File: config.mk
export PLATFORM = sky130hd
export DESIGN_NAME = id_ex_pipe_reg
export DESIGN_NICKNAME = d
export VERILOG_FILES = /design/src/rtl/id_ex_pipe_reg.sv
export SDC_FILE = /design/constraint.sdc
export NUM_CORES = 1
export LEC_CHECK = 0
export ABC_AREA = 1
export CAP_MARGIN = 20
export CORE_ASPECT_RATIO = 0.9
export CORE_UTILIZATION = 35
export CTS_BUF_LIST = sky130_fd_sc_hd__clkbuf_8 sky130_fd_sc_hd__clkbuf_16
export DETAILED_ROUTE_END_ITERATION = 7
export PLACE_DENSITY = 0.62
export REMOVE_ABC_BUFFERS = 1
export SKIP_LAST_GASP = 1
export SYNTH_ARGS = -nofsm -noshare
export SYNTH_HDL_FRONTEND = slang
export SYNTH_SLANG_ARGS = --single-unit
File: constraint.sdc
create_clock -name clk -period 12.7 [get_ports clk]
set_input_delay 1.905 -clock clk [delete_from_list [all_inputs] [get_ports clk]]
set_output_delay 1.905 -clock clk [all_outputs]
set_load 0.01 [all_outputs]
File: src/rtl/id_ex_pipe_reg.sv
// ID->EX pipeline register: valid/ready handshake, flush, optional 2-entry skid.
// The head entry lives in the main register; invalid slots present a NOP payload.
module id_ex_pipe_reg #(
  parameter int unsigned XLEN       = 32,
  parameter int unsigned RADDR_W    = 5,
  parameter bit          SKID_EN    = 1'b1,
  parameter logic [6:0]  NOP_OPCODE = 7'b0010011,
  parameter logic [2:0]  NOP_FUNCT3 = 3'b000,
  parameter logic [6:0]  NOP_FUNCT7 = 7'b0000000
) (
  input  logic               clk,
  input  logic               rst,
  input  logic               flush_i,
  input  logic               in_valid_i,
  output logic               in_ready_o,
  input  logic [RADDR_W-1:0] rd_i,
  input  logic [XLEN-1:0]    imm_ext_i,
  input  logic [XLEN-1:0]    rs1_data_i,
  input  logic [XLEN-1:0]    rs2_data_i,
  input  logic [6:0]         opcode_i,
  input  logic [2:0]         funct3_i,
  input  logic [6:0]         funct7_i,
  input  logic [XLEN-1:0]    pc_i,
  output logic               out_valid_o,
  input  logic               out_ready_i,
  output logic [RADDR_W-1:0] rd_o,
  output logic [XLEN-1:0]    imm_ext_o,
  output logic [XLEN-1:0]    rs1_data_o,
  output logic [XLEN-1:0]    rs2_data_o,
  output logic [6:0]         opcode_o,
  output logic [2:0]         funct3_o,
  output logic [6:0]         funct7_o,
  output logic [XLEN-1:0]    pc_o,
  output logic [1:0]         occupancy_o
);

  // Flattened payload layout: {rd, imm, rs1, rs2, opcode, funct3, funct7, pc}
  localparam int unsigned OFF_PC  = 0;
  localparam int unsigned OFF_F7  = XLEN;
  localparam int unsigned OFF_F3  = XLEN + 7;
  localparam int unsigned OFF_OP  = XLEN + 10;
  localparam int unsigned OFF_RS2 = XLEN + 17;
  localparam int unsigned OFF_RS1 = 2 * XLEN + 17;
  localparam int unsigned OFF_IMM = 3 * XLEN + 17;
  localparam int unsigned OFF_RD  = 4 * XLEN + 17;
  localparam int unsigned PL_W    = 4 * XLEN + 17 + RADDR_W;

  localparam logic [PL_W-1:0] NOP_PL = {RADDR_W'(0), XLEN'(0), XLEN'(0), XLEN'(0),
                                        NOP_OPCODE, NOP_FUNCT3, NOP_FUNCT7, XLEN'(0)};

  typedef enum logic [1:0] {ST_EMPTY, ST_ONE, ST_FULL} state_t;

  state_t          r_state;
  state_t          w_state_nxt;
  logic [PL_W-1:0] r_main;
  logic [PL_W-1:0] r_skid;
  logic            r_main_v;
  logic [1:0]      r_occ;
  logic [PL_W-1:0] w_in_pl;
  logic            w_in_ready;
  logic            w_in_fire;
  logic            w_out_fire;
  logic            w_load_main_in;
  logic            w_load_main_skid;
  logic            w_load_skid;
  logic            w_clear_main;

  assign w_in_pl    = {rd_i, imm_ext_i, rs1_data_i, rs2_data_i, opcode_i, funct3_i, funct7_i, pc_i};
  assign w_in_fire  = in_valid_i & w_in_ready & ~flush_i;
  assign w_out_fire = r_main_v & out_ready_i;

  // Ready is a flop with the skid (no comb path from EX); otherwise it looks through to EX.
  generate
    if (SKID_EN) begin : g_skid_ready
      logic r_in_ready;
      always_ff @(posedge clk or posedge rst) begin
        if (rst) r_in_ready <= 1'b1;
        else     r_in_ready <= (w_state_nxt != ST_FULL);
      end
      assign w_in_ready = r_in_ready;
    end else begin : g_comb_ready
      assign w_in_ready = ~r_main_v | out_ready_i;
    end
  endgenerate

  always_ff @(posedge clk or posedge rst) begin
    if (rst) r_state <= ST_EMPTY;
    else     r_state <= w_state_nxt;
  end

  always_comb begin
    w_state_nxt      = r_state;
    w_load_main_in   = 1'b0;
    w_load_main_skid = 1'b0;
    w_load_skid      = 1'b0;
    w_clear_main     = 1'b0;
    case (r_state)
      ST_EMPTY: begin
        if (w_in_fire) begin
          w_state_nxt    = ST_ONE;
          w_load_main_in = 1'b1;
        end
      end
      ST_ONE: begin
        if (w_in_fire && w_out_fire) begin
          w_load_main_in = 1'b1;
        end else if (w_in_fire) begin
          w_state_nxt = ST_FULL;
          w_load_skid = 1'b1;
        end else if (w_out_fire) begin
          w_state_nxt  = ST_EMPTY;
          w_clear_main = 1'b1;
        end
      end
      ST_FULL: begin
        if (w_out_fire) begin
          w_state_nxt      = ST_ONE;
          w_load_main_skid = 1'b1;
        end
      end
      default: begin
        w_state_nxt  = ST_EMPTY;
        w_clear_main = 1'b1;
      end
    endcase
    // Flush wins over any transfer; a same-cycle pop has still been taken by EX.
    if (flush_i) begin
      w_state_nxt      = ST_EMPTY;
      w_load_main_in   = 1'b0;
      w_load_main_skid = 1'b0;
      w_load_skid      = 1'b0;
      w_clear_main     = 1'b1;
    end
  end

  // Main register reloads NOP whenever it goes empty, so outputs come straight off flops.
  always_ff @(posedge clk or posedge rst) begin
    if (rst)                   r_main <= NOP_PL;
    else if (w_clear_main)     r_main <= NOP_PL;
    else if (w_load_main_in)   r_main <= w_in_pl;
    else if (w_load_main_skid) r_main <= r_skid;
  end

  always_ff @(posedge clk or posedge rst) begin
    if (rst)              r_skid <= NOP_PL;
    else if (flush_i)     r_skid <= NOP_PL;
    else if (w_load_skid) r_skid <= w_in_pl;
  end

  always_ff @(posedge clk or posedge rst) begin
    if (rst) begin
      r_main_v <= 1'b0;
      r_occ    <= 2'd0;
    end else begin
      r_main_v <= (w_state_nxt != ST_EMPTY);
      case (w_state_nxt)
        ST_ONE:  r_occ <= 2'd1;
        ST_FULL: r_occ <= 2'd2;
        default: r_occ <= 2'd0;
      endcase
    end
  end

  assign in_ready_o  = w_in_ready;
  assign out_valid_o = r_main_v;
  assign occupancy_o = r_occ;
  assign rd_o        = r_main[OFF_RD  +: RADDR_W];
  assign imm_ext_o   = r_main[OFF_IMM +: XLEN];
  assign rs1_data_o  = r_main[OFF_RS1 +: XLEN];
  assign rs2_data_o  = r_main[OFF_RS2 +: XLEN];
  assign opcode_o    = r_main[OFF_OP  +: 7];
  assign funct3_o    = r_main[OFF_F3  +: 3];
  assign funct7_o    = r_main[OFF_F7  +: 7];
  assign pc_o        = r_main[OFF_PC  +: XLEN];

endmodule
# Word level (Yosys, flattened, before mapping)
# Cells that the tools add are included.
[totals]
reg_bits = 306
in_bits = 155
output_inout_bits = 154
word_cells = 48
[classes]
eq_ne = 5
muxes = 27
n_bitwise = 4
n_reduce_logical = 6
[ops]
columns = ["operator", "n"]
rows = [
  ["150-bit 2-to-1 mux", 5],
  ["1-bit 2-to-1 mux", 12],
  ["2-bit 2-to-1 mux", 6],
  ["2-bit one-hot mux with 3 select lines", 1],
  ["2-bit by 1-bit == test with 1-bit output (second input constant)", 2],
  ["2-bit == test (second input constant)", 2],
  ["1-bit one-hot mux with 2 select lines", 2],
  ["2-bit one-hot mux with 2 select lines", 1],
  ["2-bit nonzero test", 2],
  ["1-bit AND", 3],
  ["3-bit nonzero test", 1],
  ["2-bit logical NOT", 1],
  ["2-bit != test (second input constant)", 1],
  ["2-bit OR reduction", 1],
  ["1-bit logical AND", 1],
  ["1-bit NOT", 1],
]

# Logic depth before layout (Yosys ltp)
# Gate-level depths: netlist of the first run.
[logic_depth]
word_depth = 8
mapped_depth = 9
ltp_nobuf = 7

# Worst setup path after synthesis of the first run
# OpenSTA, ideal clock, no wires.
[synth_timing]
path_type = "input to register"
from = "input port in_valid_i"
to = "register r_main[103]"
setup_ns = 0.117
arrival_ns = 2.774
required_time_ns = 12.583
setup_slack_ns = 9.809
cell_stages = 9
path_buffers = 2
path_cell_list = "nand2_2 > nor2_8 > nand3_4 > buf_4 > buf_4 > nand2_1 > o21ai_0 > nand2_1 > nand2_1"
[synth_between]
elab_chain_len = 8
word_cells_on_any_way = 14
cone_classes = "mux: 10; bitwise: 2; reduce/logical: 2"
[synth_rtl]
columns = ["item", "line_no", "source"]
rows = [
  ["from (decl)", "14", "input logic in_valid_i,"],
  ["1-bit AND * (2 in series)", "69", "assign w_in_fire = in_valid_i & w_in_ready & ~flush_i;"],
  ["1-bit logical AND", "105", "if (w_in_fire && w_out_fire) begin"],
  ["1-bit 2-to-1 mux", "105", ""],
  ["1-bit one-hot mux with 2 select lines", "97", "case (r_state)"],
  ["1-bit 2-to-1 mux", "127", "if (flush_i) begin"],
  ["150-bit 2-to-1 mux", "140", "else if (w_load_main_in) r_main <= w_in_pl;"],
  ["150-bit 2-to-1 mux", "139", "else if (w_clear_main) r_main <= NOP_PL;"],
  ["to (signal assigned)", "140", ""],
  ["to (signal assigned)", "141", "else if (w_load_main_skid) r_main <= r_skid;"],
  ["to (decl)", "55", "logic [PL_W-1:0] r_main;"],
]
# Every way passes the cells marked *; elsewhere a longest branch is shown, timed or not.
# A chain may end at the register's enable or synchronous reset.

# Final worst setup path of the first run
[layout_timing]
from = "input port flush_i"
to = "register r_main[43]"
[layout_between]
elab_chain_len = 8
word_cells_on_any_way = 15
cone_classes = "mux: 11; bitwise: 2; reduce/logical: 2"
[layout_rtl]
columns = ["item", "line_no", "source"]
rows = [
  ["from (decl)", "13", "input logic flush_i,"],
  ["1-bit NOT", "69", ""],
  ["1-bit AND", "69", ""],
  ["1-bit logical AND", "105", ""],
  ["1-bit 2-to-1 mux", "105", ""],
  ["1-bit one-hot mux with 2 select lines", "97", ""],
  ["1-bit 2-to-1 mux", "127", ""],
  ["150-bit 2-to-1 mux", "140", ""],
  ["150-bit 2-to-1 mux", "139", ""],
]
# Several ways; a longest one is shown, not always the timed one.

==> results.txt, run 1 <==
----------------------------------------------------
[Outcome]
  Result of the run ... completed

[Critical path]
  Critical path arrival ... 5.53 ns
  Top fanout value on the critical path ... 78
  Critical Path Start Type ... primary input
  Kind of end point of the critical path ... flip-flop
  WS Path Type ... in -> reg
  Critical path data required time ... 13.16 ns

[Route]
  Detailed Route Iter0 Violations ... 1176
  Final wirelength ... 40250 um
  Router iterations before antenna repair ... 7
  Number of vias per cell ... 5.096
  Via count ... 12542
  Antenna Violating Nets Remaining ... 0
  Routed WL per cell ... 16.36 um
  Number of remaining DRC errors ... 0

[Floorplan]
  Overall die area ... 0.04092 mm^2
  I/O Pins ... 309
  Total core area ... 0.03954 mm^2
  Die outline height ... 192.0 um
  Initial Utilization ... 35.51%
  Die W ... 213.1 um
  Cell Rows ... 69

[Layout]
  Ratio of cells with drive above 1 in the final layout ... 4.666%
  Antenna diode instance count ... 0
  Area delta synth->final ... 31.45%
  Number of nets at the end of the flow ... 2058

[Clock tree]
  Total clock sinks ... 306
  Post-CTS Resized ... 0
  Maximum clock insertion buffer count ... 3
  Maximum level of the CTS H-tree ... 2
  Cell at the root of the clock tree ... sky130_fd_sc_hd__clkbuf_16
  Hold-fix buffers, CTS ... 0
  Later-pin clock latency in the skew report ... 0.52 ns
  Number of buffers inserted during clock tree synthesis ... 34
  Clock transition time at the flip-flop clock pins of the worst setup and hold paths ... 0.06 ns
  # Post-CTS Setup Buffers ... 0
  Clock tree from TritonCTS ... built

[Logic synthesis]
  Unique masters post-synth ... 23
  Number of synthesized register bits ... 306
  Post-Syn Instances ... 1687
  Post-Synthesis Cell Area ... 0.01404 mm^2
  Syn Area/Cell ... 8.323 um^2
  Share of synthesized area occupied by flip-flops and latches ... 54.60%
  Library cell with the largest summed area after synthesis ... sky130_fd_sc_hd__dfrtp_1
  Cell types with the largest area share after synthesis ... sky130_fd_sc_hd__dfrtp_1, sky130_fd_sc_hd__nand2_1, sky130_fd_sc_hd__o21ai_0, sky130_fd_sc_hd__nand4_1, sky130_fd_sc_hd__nand3_1
  Number of synthesis warnings ... 0
  Share of Yosys cell area claimed by the top area cell type ... 53.29%

[Timing]
  Setup repair after global routing missed its margin ... no
  Slew at the pin with the worst max-slew slack ... 1.098 ns
  Sum of negative setup slack ... 0 ns
  Final Max Tran Viols ... 0
  Period utilisation layout ... 39.98%
  Final hold viol count ... 0
  Final setup violation count ... 0
  Clock skew ... 0.01162 ns
  Minimum clock period after layout ... 5.077 ns
  Achievable Freq ... 0.1970 GHz
  Minimum setup slack in the final design ... 7.623 ns
  Headroom to the max-slew limit ... 26.80%

[Global routing]
  Global-route wire length before repair ... 64240 um
  Pin count of the biggest net entering global routing ... 125
  Total overflow reported by the global router ... 0
  Initial antenna violation count ... 0
  Number of global-route vias before repair ... 12069
  GR Util All Layers ... 19.55%

[Power]
  Leakage power summed over all cells ... 8.894 nW
  Post-route total power ... 2.364 mW
  Largest voltage drop on the vdd net ... 0.00006646 V
  Power per Cell Area ... 128.1 mW/mm^2

[Place]
  Count of buffers from port buffering ... 308
  Final weighted congestion in routability-driven placement ... 0.7805
  Worst slack, placed ... 6.867 ns
  HPWL Detailed ... 23560 um

[Min path]
  Type of the most critical hold path ... reg -> reg

[Run]
  Total of max-cap violations ... 0

----------------------------------------------------
cells in the final DEF (no fill, tap or decap), types with 3 or more instances in the layout:
cell	count
sky130_fd_sc_hd__o21ai_1	63
sky130_fd_sc_hd__inv_1	166
sky130_fd_sc_hd__o21ai_0	231
sky130_fd_sc_hd__nor2_1	12
sky130_fd_sc_hd__buf_4	14
sky130_fd_sc_hd__nand4_1	154
sky130_fd_sc_hd__nand2_2	4
sky130_fd_sc_hd__dfstp_2	7
sky130_fd_sc_hd__clkinv_2	3
sky130_fd_sc_hd__dfrtp_1	299
sky130_fd_sc_hd__buf_16	3
sky130_fd_sc_hd__clkdlybuf4s50_1	308
sky130_fd_sc_hd__clkbuf_8	8
sky130_fd_sc_hd__nand2_1	452
sky130_fd_sc_hd__clkbuf_16	37
sky130_fd_sc_hd__nand3_1	151
report_power, final:
group | switching (mW) | internal [mW]
Combinational | 0.172 | 0.123
Sequential | 0.0294 | 1.02
Clock | 0.406 | 0.613
path summary, 6_finish.rpt:
path                             start          end  slack, ns  depth (start not counted)
min in group asynchronous          rst   r_main[65]       1.94                          2
setup / recovery               flush_i   r_main[43]       7.62                          9
max in group asynchronous          rst  r_main[144]       8.49                          4
hold reg to reg             r_skid[43]   r_skid[43]       0.51                          2
hold / removal              r_skid[43]   r_skid[43]       0.51                          2
setup reg to reg           out_valid_o  r_main[107]       9.10                         10
critical path: stages:
cell                              delay (ns)
sky130_fd_sc_hd__clkdlybuf4s50_1        0.54
sky130_fd_sc_hd__inv_4                  0.71
sky130_fd_sc_hd__nand2_2                0.22
sky130_fd_sc_hd__nor2_4                 0.15
sky130_fd_sc_hd__buf_4                  0.64
sky130_fd_sc_hd__buf_4                  0.82
sky130_fd_sc_hd__nand4_1                0.19
sky130_fd_sc_hd__nand2_1                0.13
sky130_fd_sc_hd__inv_1                  0.04
layer usage:
layer	global-route usage [%]	routed length, um
met1	27.45	18710
met2	30.94	18510
met3	3.417	2339
met4	5.313	686
met5	0	0
stage by stage:
step	util, %	instances	area (um^2)	hold WS [ns]
6_report	46.68	2461	18460	0.5057
3_3_place_gp	43.51	2396	17210	0.4903
3_5_place_dp	43.51	2396	17210	0.4999
4_1_cts	46.47	2458	18370	0.5129
2_1_floorplan	-	1542	13320	0.4782
5_1_grt	46.68	2461	18460	0.5321
sequential cells by signal (all words and copies together), names as in the netlist:
name and cells:
in_ready_o 1, occupancy_o 2, out_valid_o 1, r_main 150, r_skid 150, r_state 2
final cells by class:
class / count / area (um^2)
fillers: 3832 / 21080
flip-flops and latches: 306 / 7666
multi-input cells: 1076 / 5075
repair buffers: 325 / 3271
clock buffers: 45 / 1036
well taps: 532 / 665.6
inverters: 160 / 610.6
clock inverters: 17 / 132.6
logic make-up (layout without fill, tap and decap cells):
kind of cell           Yosys count  after routing  share of synthesized area (%)
AND/OR/NAND/NOR                781            781                          25.46
flip-flops                     306            306                          54.60
buffers and inverters          305            547                          9.419
AO/OA/AOI/OAI                  295            295                          10.52
synthesized netlist by cell type (all sizes together):
library cell	instances
nand2	457
dfrtp	299
o21ai	294
inv	160
nand4	155
nand3	153
buf	113
clkbuf	32
nor2	14
dfstp	7
and2	2
a31oi	1
Note: power is estimated with default switching activity, not from simulation.
==> inputs of run 2 (changes only) <==
==> constraint.sdc (replaced) <==
create_clock -name clk -period 5.07 [get_ports clk]
set_input_delay 0.7605 -clock clk [delete_from_list [all_inputs] [get_ports clk]]
set_output_delay 0.7605 -clock clk [all_outputs]
set_load 0.01 [all_outputs]
==> run 2 against run 1 <==
Sequential share of layout area down 0.14 points. Register-to-register slack worse by 6.7 ns. Clock skew down 0.0021 ns. Worst setup slack worse by 5.5 ns. Largest power group unchanged.
==> results.txt, run 2 (same netlist as run 1, synthesis figures left out) <==
----------------------------------------------------
[Critical path]
  Kind of end point of the critical path ... flip-flop (unchanged)
  Critical Path Start Type ... primary input (unchanged)
  Critical path data required time ... 5.51 ns (was 13.16 ns)
  WS Path Type ... in -> reg (unchanged)
  Critical path arrival ... 3.39 ns (was 5.53 ns)
  Top fanout value on the critical path ... 59 (was 78)

[Timing]
  Final hold viol count ... 0 (unchanged)
  Headroom to the max-slew limit ... 35.88% (was 26.80%)
  Minimum setup slack in the final design ... 2.126 ns (was 7.623 ns)
  Slew at the pin with the worst max-slew slack ... 0.9618 ns (was 1.098 ns)
  Period utilisation layout ... 58.06%
  Setup repair after global routing missed its margin ... no (unchanged)
  Clock skew ... 0.009513 ns (was 0.01162 ns)
  Final Max Tran Viols ... 0 (unchanged)
  Minimum clock period after layout ... 2.944 ns
  Sum of negative setup slack ... 0 ns (unchanged)
  Final setup violation count ... 0 (unchanged)
  Final hold slack ... 0.4984 ns (was 0.5057 ns)
  Achievable Freq ... 0.3397 GHz

[Clock tree]
  Post-CTS Resized ... 0 (unchanged)
  Total clock sinks ... 306 (unchanged)
  # Post-CTS Setup Buffers ... 0 (unchanged)
  Clock tree from TritonCTS ... built (unchanged)
  Number of buffers inserted during clock tree synthesis ... 36 (was 34)
  Later-pin clock latency in the skew report ... 0.52 ns (about the same)
  Cell at the root of the clock tree ... sky130_fd_sc_hd__clkbuf_16 (unchanged)
  Hold-fix buffers, CTS ... 0 (unchanged)
  Maximum clock insertion buffer count ... 3 (unchanged)
  Maximum level of the CTS H-tree ... 2 (unchanged)
  Clock transition time at the flip-flop clock pins of the worst setup and hold paths ... 0.06 ns (about the same)

[Layout]
  Largest registers ... r_main (150), r_skid (150) (unchanged)
  Area delta synth->final ... 31.88% (was 31.45%)
  Fill cells ... 3824 (was 3832)
  Most common cell after layout, fill and taps aside ... sky130_fd_sc_hd__nand2_1 (unchanged)
  Number of nets at the end of the flow ... 2063 (was 2058)
  Antenna diode instance count ... 0 (unchanged)
  Final Instance Count excl. Fillers ... 2465 (was 2461)
  Commonest cells after routing, fill and taps aside ... sky130_fd_sc_hd__nand2_1, sky130_fd_sc_hd__clkdlybuf4s50_1, sky130_fd_sc_hd__dfrtp_1, sky130_fd_sc_hd__o21ai_0, sky130_fd_sc_hd__inv_1 (unchanged)
  Area of all placed cells without fillers ... 0.01852 mm^2 (was 0.01846 mm^2)
  Ratio of cells with drive above 1 in the final layout ... 4.759% (was 4.666%)
  Final standard cell utilization of the core ... 46.83% (was 46.68%)

[Floorplan]
  Total core area ... 0.03954 mm^2 (unchanged)
  Overall die area ... 0.04092 mm^2 (unchanged)
  Cell Rows ... 69 (unchanged)
  Initial Utilization ... 35.51% (unchanged)
  I/O Pins ... 309 (unchanged)
  Die outline height ... 192.0 um (unchanged)
  Die W ... 213.1 um (unchanged)

[Global routing]
  Initial antenna violation count ... 1 (was 0)
  GR Util All Layers ... 19.27% (was 19.55%)
  Number of global-route vias before repair ... 11919 (was 12069)
  Global-route wire length before repair ... 63490 um (was 64240 um)
  Total overflow reported by the global router ... 0 (unchanged)
  Pin count of the biggest net entering global routing ... 157 (was 125)

[Route]
  Number of vias per cell ... 5.047 (was 5.096)
  Final wirelength ... 39570 um (was 40250 um)
  Routed WL per cell ... 16.05 um (was 16.36 um)
  Antenna Violating Nets Remaining ... 0 (unchanged)
  Detailed Route Iter0 Violations ... 1121 (was 1176)
  Number of remaining DRC errors ... 0 (unchanged)
  Router iterations before antenna repair ... 5 (was 7)
  Via count ... 12442 (was 12542)

[Outcome]
  Result of the run ... completed (unchanged)

[Place]
  Worst slack, placed ... 1.606 ns (was 6.867 ns)
  Count of buffers from port buffering ... 308 (unchanged)
  Cell count after placement ... 2401 (was 2396)
  HPWL Detailed ... 23740 um (was 23560 um)
  Instance area at placement ... 0.01734 mm^2 (was 0.01721 mm^2)
  Final weighted congestion in routability-driven placement ... 0.7912 (was 0.7805)

[Power]
  Leakage power summed over all cells ... 8.936 nW (was 8.894 nW)
  Post-route total power ... 5.865 mW (was 2.364 mW)
  Largest voltage drop on the vdd net ... 0.0001656 V (was 0.00006646 V)
  Power per Cell Area ... 316.7 mW/mm^2 (was 128.1 mW/mm^2)

[Min path]
  Type of the most critical hold path ... reg -> reg (unchanged)

[Run]
  Total of max-cap violations ... 0 (unchanged)

----------------------------------------------------
-- run 2: cell types whose count changed in the layout (fill, tap and decap cells not counted) --
cell,previous run,this run
sky130_fd_sc_hd__buf_12,0,8
sky130_fd_sc_hd__clkbuf_8,8,12
sky130_fd_sc_hd__buf_4,14,11
sky130_fd_sc_hd__buf_16,3,1
sky130_fd_sc_hd__bufinv_16,2,0
sky130_fd_sc_hd__clkinvlp_4,2,0
sky130_fd_sc_hd__inv_1,166,168
sky130_fd_sc_hd__clkinv_4,1,0
-- run 2: where the power goes --
| group | internal (mW) | leakage (nW) | switching (mW) | total [mW] |
|---|---|---|---|---|
| registers | 2.56 | 4.20 | 0.0725 | 2.63 |
| clock network | 1.49 | 0.613 | 1.00 | 2.49 |
| logic | 0.313 | 4.13 | 0.430 | 0.743 |
| total | 4.36 | 8.94 | 1.50 | 5.87 |
-- run 2: cell type report --
type,instances,area [um^2],share of cell area [%]
Clock inverter,14,56.30,0.3041
Sequential cell,306,7666,41.40
Tap cell,532,665.6,3.595
Clock buffer,49,1091,5.892
Inverter,160,610.6,3.297
Multi-Input combinational cell,1076,5075,27.41
Timing Repair Buffer,328,3353,18.11
-- run 2: per-layer routing --
layer  global-route usage [%]  routed length [um]  part of all wire (%)
met5                        0                   0                     0
met3                    3.613                2387                   6.0
met4                    5.755                 878                   2.2
met1                    27.38               18550                    47
met2                    29.70               17750                    45
-- run 2: final timing paths --
path | depth (start not counted) | startpoint | endpoint | slack (ns)
worst max-delay path | 7 | flush_i | r_main[65] | 2.13
worst min-delay path | 2 | r_skid[43] | r_skid[43] | 0.50
worst max register to register | 7 | in_ready_o | r_main[65] | 2.38
worst min register to register | 2 | r_skid[43] | r_skid[43] | 0.50
max in group asynchronous | 3 | rst | in_ready_o | 3.25
min in group asynchronous | 2 | rst | r_skid[53] | 0.88
-- run 2: worst max-delay path, cell delays in order --
cell,delay [ns]
sky130_fd_sc_hd__clkdlybuf4s50_1,0.56
sky130_fd_sc_hd__nor2_8,0.23
sky130_fd_sc_hd__nand3_4,0.56
sky130_fd_sc_hd__nand2_4,0.42
sky130_fd_sc_hd__buf_4,0.58
sky130_fd_sc_hd__nand2_1,0.11
sky130_fd_sc_hd__nand2_1,0.08
